--- src/rtl/mult_pkg.sv ---
// Shared types and defaults for the sequential signed multiplier.
package mult_pkg;
  localparam int DW_DEF = 8;
  localparam int CNT_W  = $clog2(DW_DEF);
  typedef enum logic [1:0] {IDLE, CALC, SIGN, DONE} state_e;
endpackage

--- src/rtl/a2_complement.sv ---
// Two's-complement negator: y = -a, modulo 2^N.
module a2_complement #(
  parameter int N = 8
) (
  input  logic [N-1:0] a,
  output logic [N-1:0] y
);
  assign y = ~a + N'(1);
endmodule

--- src/rtl/seq_signed_mult.sv ---
// Sign-magnitude shift-add multiplier: magnitudes multiplied over DW cycles,
// sign re-applied to the full 2*DW product before the done pulse.
module seq_signed_mult
  import mult_pkg::*;
#(
  parameter int DW = DW_DEF
) (
  input  logic            clk,
  input  logic            rst,
  input  logic            start,
  input  logic [DW-1:0]   multiplier,
  input  logic [DW-1:0]   multiplicand,
  output logic            ready,
  output logic            done,
  output logic            sign,
  output logic [2*DW-1:0] product
);
  localparam int DW_2 = 2*DW;
  localparam int CW   = $clog2(DW);

  state_e          state;
  logic            sign_r;
  logic [DW-1:0]   acc, mplr_mag, mcand_mag;
  logic [CW-1:0]   cnt;
  logic [DW-1:0]   mplr_neg, mcand_neg;
  logic [DW_2-1:0] prod_raw, prod_neg;
  logic [DW:0]     sum;
  logic            sign_eff;

  a2_complement #(.N(DW))   u_neg_mplr  (.a(multiplier),   .y(mplr_neg));
  a2_complement #(.N(DW))   u_neg_mcand (.a(multiplicand), .y(mcand_neg));
  a2_complement #(.N(DW_2)) u_neg_prod  (.a(prod_raw),     .y(prod_neg));

  // Upper half accumulates; the multiplier magnitude is consumed from the lower half.
  assign prod_raw = {acc, mplr_mag};
  assign sign_eff = sign_r & (prod_raw != '0);

  always_comb begin
    sum = {1'b0, acc} + (mplr_mag[0] ? {1'b0, mcand_mag} : '0);
  end

  always_ff @(posedge clk) begin
    if (rst) begin
      state     <= IDLE;
      ready     <= 1'b1;
      done      <= 1'b0;
      sign      <= 1'b0;
      product   <= '0;
      sign_r    <= 1'b0;
      acc       <= '0;
      mplr_mag  <= '0;
      mcand_mag <= '0;
      cnt       <= '0;
    end else begin
      case (state)
        IDLE: begin
          done <= 1'b0;
          if (start) begin
            sign_r    <= multiplier[DW-1] ^ multiplicand[DW-1];
            mplr_mag  <= multiplier[DW-1]   ? mplr_neg  : multiplier;
            mcand_mag <= multiplicand[DW-1] ? mcand_neg : multiplicand;
            acc       <= '0;
            cnt       <= CW'(DW-1);
            ready     <= 1'b0;
            state     <= CALC;
          end
        end
        CALC: begin
          acc      <= sum[DW:1];
          mplr_mag <= {sum[0], mplr_mag[DW-1:1]};
          cnt      <= cnt - CW'(1);
          if (cnt == '0) state <= SIGN;
        end
        SIGN: begin
          product <= sign_eff ? prod_neg : prod_raw;
          sign    <= sign_eff;
          done    <= 1'b1;
          state   <= DONE;
        end
        DONE: begin
          done  <= 1'b0;
          ready <= 1'b1;
          state <= IDLE;
        end
        default: begin
          done  <= 1'b0;
          ready <= 1'b1;
          state <= IDLE;
        end
      endcase
    end
  end
endmodule

--- config.mk ---
export PLATFORM = sky130hd
export DESIGN_NAME = seq_signed_mult
export DESIGN_NICKNAME = d
export VERILOG_FILES = /design/src/rtl/mult_pkg.sv /design/src/rtl/a2_complement.sv /design/src/rtl/seq_signed_mult.sv
export SDC_FILE = /design/constraint.sdc
export NUM_CORES = 1
export LEC_CHECK = 0
export BUFFER_PORTS_ARGS = -buffer_cell sky130_fd_sc_hd__buf_2
export CORE_ASPECT_RATIO = 0.8
export CORE_MARGIN = 5
export CORE_UTILIZATION = 40
export CTS_CLUSTER_SIZE = 40
export DETAILED_ROUTE_END_ITERATION = 10
export PLACE_DENSITY = 0.68
export SLEW_MARGIN = 40
export SYNTH_ARGS = -nofsm -noshare
export SYNTH_HDL_FRONTEND = slang
export SYNTH_SLANG_ARGS = --single-unit
--- constraint.sdc ---
create_clock -name clk -period 2.74 [get_ports clk]
set_input_delay 0.137 -clock clk [delete_from_list [all_inputs] [get_ports clk]]
set_output_delay 0.137 -clock clk [all_outputs]
set_load 0.02 [all_outputs]
[Word level (Yosys, flattened, before mapping)]
Index checks and enable logic that the tools add are counted.
Operators by class
  eq/ne operators: 5
  reduce and logical (&&, ||, !) cells: 11
  $add $sub $neg: 5
  bitwise logic cells: 5
  muxes and demuxes: 16
Operators by type and width (number)
  8-bit two-way mux: 5
  8-bit case mux with 2 select lines: 2
  16-bit by 1-bit adder with 16-bit output, second input constant: 1
  8-bit by 1-bit adder with 8-bit output, second input constant: 2
  16-bit two-way mux: 1
  16-bit inverter: 1
  8-bit inverter: 2
  16-bit nonzero test: 1
  8-bit by 8-bit adder with 9-bit output: 1
  2-bit case mux with 4 select lines: 1
  2-bit AND reduction: 4
  3-bit case mux with 2 select lines: 1
  2-bit nonzero test: 3
  2-bit == test, second input constant: 2
  2-bit two-way mux: 2
  2-bit != test, second input constant: 2
  1-bit case mux with 2 select lines: 2
  3-bit logical NOT: 1
  3-bit two-way mux: 1
  3-bit by 1-bit subtractor with 3-bit output, second input constant: 1
  2-bit by 1-bit == test with 1-bit output, second input constant: 1
  2-bit logical NOT: 1
  2-bit OR reduction: 1
  1-bit AND: 1
  other kinds (2): 2
Word-level totals
  bits of input ports: 19
  flip-flop bits (word level): 49

[Logic depth before layout (Yosys ltp)]
  depth after elaboration: 5
  gate-level depth with buffers: 9

[Hierarchy]
Synthesis repeated with hierarchy kept, for this count alone.
Unflattened totals
  cell total of the unflattened synthesis: 378
  area, all modules: 3233.1 µm²
By module, submodules not included
  seq_signed_mult: cells each 305, instances 1, sequential area each 980.9 µm², area each 2662.6 µm²
  a2_complement (u_neg_prod): cells each 37, instances 1, sequential area each 0.0 µm², area each 295.3 µm²
  a2_complement (u_neg_mcand ...): cells each 18, instances 2, sequential area each 0.0 µm², area each 137.6 µm²

[Least setup slack after synthesis]
Ideal clock, no wire load.
  path kind: flip-flop to flip-flop
  from: reg mplr_mag[0]
  to: reg acc[5]
  clock period less this slack: 2.061 ns
  data arrival time: 1.931 ns
  cell stages (with the launch flop): 10
  slack: 0.679 ns
  buffers on the path: 1
  path through: dfxtp_1 -> clkbuf_1 -> and2_1 -> ha_1 -> fa_1 -> a211oi_1 -> o21bai_1 -> a21oi_1 -> xor2_1 -> o31ai_1
Between the ends
  word-level cells in the longest chain between the ends: 3
Ends and longest elaborated chain
  start: declaration: RTL line seq_signed_mult.sv:23  | logic [DW-1:0] acc, mplr_mag, mcand_mag;
  start signal: assignment: RTL line seq_signed_mult.sv:60  | mplr_mag <= multiplier[DW-1] ? mplr_neg : multiplier;
  start signal: assignment: RTL line seq_signed_mult.sv:70  | mplr_mag <= {sum[0], mplr_mag[DW-1:1]};
  8-bit two-way mux: RTL line seq_signed_mult.sv:39  | sum = {1'b0, acc} + (mplr_mag[0] ? {1'b0, mcand_mag} : '0);
  8-bit by 8-bit adder with 9-bit output: RTL line seq_signed_mult.sv:39
  8-bit case mux with 2 select lines: RTL line seq_signed_mult.sv:55  | case (state)
  end signal: assignment: RTL line seq_signed_mult.sv:69  | acc <= sum[DW:1];
  end: declaration: RTL line seq_signed_mult.sv:23
Every way passes these cells.
A chain may end at the register's enable or synchronous reset.

[Worst setup path after layout]
Same ends and word-level chain as after synthesis.

==> flow_summary.toml <==
[placement]
dp_hpwl_mm = 4.78
port_buffers = 37
numPlacedInstances = 453
placed_cell_area_um2 = 3110
place_ws_ns = 0.449
gp_congestion = 0.907

[finish]
nets = 411
seqCellArea_um2 = 981
areaGrowthSynthToFinish_pct = 13.4
stdcell_area_um2 = 3250
multi_input_area_um2 = 1760
layout_common_cells = "dfxtp_1 (49), nor2_1 (41), buf_2 (37)"
drive_gt1_share_pct = 14.4
final_common_cell = "dfxtp_1"
diodes = 0
finalNonFillerCells = 461
fillCellCount = 683

[timing]
setup_ws_ns = 0.427
hold_viol = 0
fmax_mhz = 432
slew_headroom_pct = 53.1
fin_skew_ns = 0.0106
layout_min_cycle_time_ns = 2.31
setup_tns_ns = 0
worst_slew_pin_slew_ns = 0.697
fin_hold_ws_ns = 0.0910
period_share_pct = 84.4
drv_slew = 0
setup_viol = 0
rsz0062_at_grt = "false"

[routing]
viasPerCell = 5.29
wire_per_inst_um = 13.7
wl_mm = 6.30
ant_nets = 0
drtIter0Drc = 92
drc_errors = 0
via_count = 2437
drt_pass1_iterations = 4

[floorplanning]
dieArea_um2 = 8970
core_region_area_um2 = 6930
io_pins = 38
floorplan.initialDensity_pct = 41.4
die_y_um = 85.7
num_rows = 27
die_w_um = 105

[synthesis]
synth-edff-count = 0
seq_area_frac_synth_pct = 34.2
ys_warn_count = 0
synth_nets = 382
synthCells = 344
syn_area_per_cell_um2 = 8.33
synth_cell_type_count = 44
synth_seq_cells = 49
syn_area_um2 = 2870
ys.flop_type = "dfxtp_1"
async_reset_ff_share_pct = 0

[global_route]
grt_max_degree = 36
first_global_vias = 2343
grt_pass1_wl_mm = 10.8
grtUsageTotal_pct = 14.3
grt_overflow = 0
antenna_found_initial = 0

[status]
status = "completed"

[worst_setup_path]
critPathLaunchType = "register"
r2r_start = "mplr_mag[0]"
r2r_slack_ns = 0.43
endpoint = "acc[5]"
cp.required_ns = 2.93
rr_worst_depth = 8
critPathMaxFanout = 13
setup.worst_path.start = "mplr_mag[0]"
timing.rr.end = "acc[5]"
crit_type = "reg -> reg"
crit_arrival_ns = 2.50
endpoint_kind = "register"

[power_and_ir_drop]
leakagePower_nw = 1.34
power_density_nw_per_um2 = 965
ir_worst_vdd_uv = 534

[cts]
cts_tree = "built"
cts_hold_buf = 0
cts_setup_buffers = 0
cts_buffer_depth = 2
cts_buffers = 5
cts_resized = 0
cts-root-buf = "clkbuf_8"
h-tree-depth = 2
clk_pin_slew_ns = 0.10
clock_latency_ns = 0.31
cts_num_sinks = 49

[job]
max_cap_viol_count = 0

[min_path]
min_path_type = "in -> reg"
## sequential cells by signal, summed over array words and instances (netlist names), 2 cells and up
| name | flops |
|---|---|
| mcand_mag | 8 |
| state | 2 |
| acc | 8 |
| mplr_mag | 8 |
| product | 16 |
| cnt | 3 |
## metrics by stage
stage          total power [W]  utilization, %
2_1_floorplan          0.00217               -
3_3_place_gp           0.00250            45.0
3_5_place_dp           0.00253            45.0
4_1_cts                0.00317            46.9
5_1_grt                0.00340            46.9
6_report               0.00314            46.9
## where the power goes
| group | internal [W] | switching, W | leakage [nW] |
|---|---|---|---|
| logic | 0.000530 | 0.000876 | 0.871 |
| registers | 0.000913 | 0.000192 | 0.401 |
| clock network | 0.000367 | 0.000257 | 0.0687 |
| total | 0.00181 | 0.00133 | 1.34 |
## synth_stat cells, types with 2 or more instances
| library cell | number | share of area [%] |
|---|---|---|
| a211oi_1 | 21 | 5.5 |
| a21o_1 | 2 | 0.52 |
| a21oi_1 | 16 | 2.8 |
| a221oi_1 | 3 | 0.92 |
| a22oi_1 | 4 | 1.0 |
| a311oi_1 | 4 | 1.2 |
| and2_1 | 10 | 2.2 |
| clkbuf_1 | 17 | 2.2 |
| dfxtp_1 | 49 | 34 |
| ha_1 | 18 | 7.9 |
| inv_1 | 15 | 2.0 |
| mux2i_1 | 5 | 1.7 |
| nand2_1 | 31 | 4.1 |
| nand2b_1 | 10 | 2.2 |
| nand3_1 | 6 | 1.0 |
| nand4b_1 | 2 | 0.61 |
| nor2_1 | 41 | 5.4 |
| nor2b_1 | 2 | 0.44 |
| nor3_1 | 4 | 0.70 |
| nor4_1 | 4 | 0.87 |
| o211ai_1 | 10 | 2.6 |
| o21ai_0 | 10 | 1.7 |
| o21bai_1 | 3 | 0.79 |
| o31ai_1 | 8 | 2.1 |
| or3_1 | 5 | 1.1 |
| xnor2_1 | 8 | 2.4 |
| xor2_1 | 19 | 5.8 |
## layout make-up
cell class / count / area share [%]
Multi-Input combinational cell: 262 / 54.1
Sequential cell: 49 / 30.2
Timing Repair Buffer: 40 / 6.39
Tap cell: 87 / 3.35
Clock buffer: 5 / 2.12
Clock inverter: 3 / 2.12
Inverter: 15 / 1.73
## how the worst min path moves through the flow
stage / start / end / cells past startpoint
global route: multiplicand[0] / mcand_mag[0] / 3
floorplan: multiplicand[0] / mcand_mag[0] / 2
CTS: multiplicand[0] / mcand_mag[0] / 3
finish: multiplicand[0] / mcand_mag[0] / 3
global placement: multiplicand[0] / mcand_mag[0] / 3
detailed placement: multiplicand[0] / mcand_mag[0] / 3
## layer usage
| layer | global-route usage, % | wire (µm) | vias to the layer above |
|---|---|---|---|
| met2 | 23.2 | 2660 | 57 |
| met1 | 19.6 | 3220 | 1093 |
| met4 | 2.90 | 52 | 0 |
| met5 | 0 | 0 | - |
| li1 | - | - | 1280 |
| met3 | 3.39 | 363 | 7 |
## cells by family (layout without fill, tap and decap cells)
family          Yosys count  count (layout)  synth area share, %
simple gates            122             122                 20.9
flops                    49              49                 34.2
buf+inv                  33              63                 4.37
fa+ha+maj                19              19                 8.56
mux                       6               6                 2.14
xor+xnor                 27              27                 8.25
compound gates           88              88                 21.5
## worst max-delay path, cell delays in order (launching register included)
cell and delay, ns:
dfxtp_1 0.44, and2_1 0.20, ha_1 0.22, fa_1 0.43, a211oi_1 0.29, o21bai_1 0.13, a21oi_1 0.23, xor2_1 0.18
o31ai_1 0.08
Note: power is estimated with default switching activity, not from simulation.
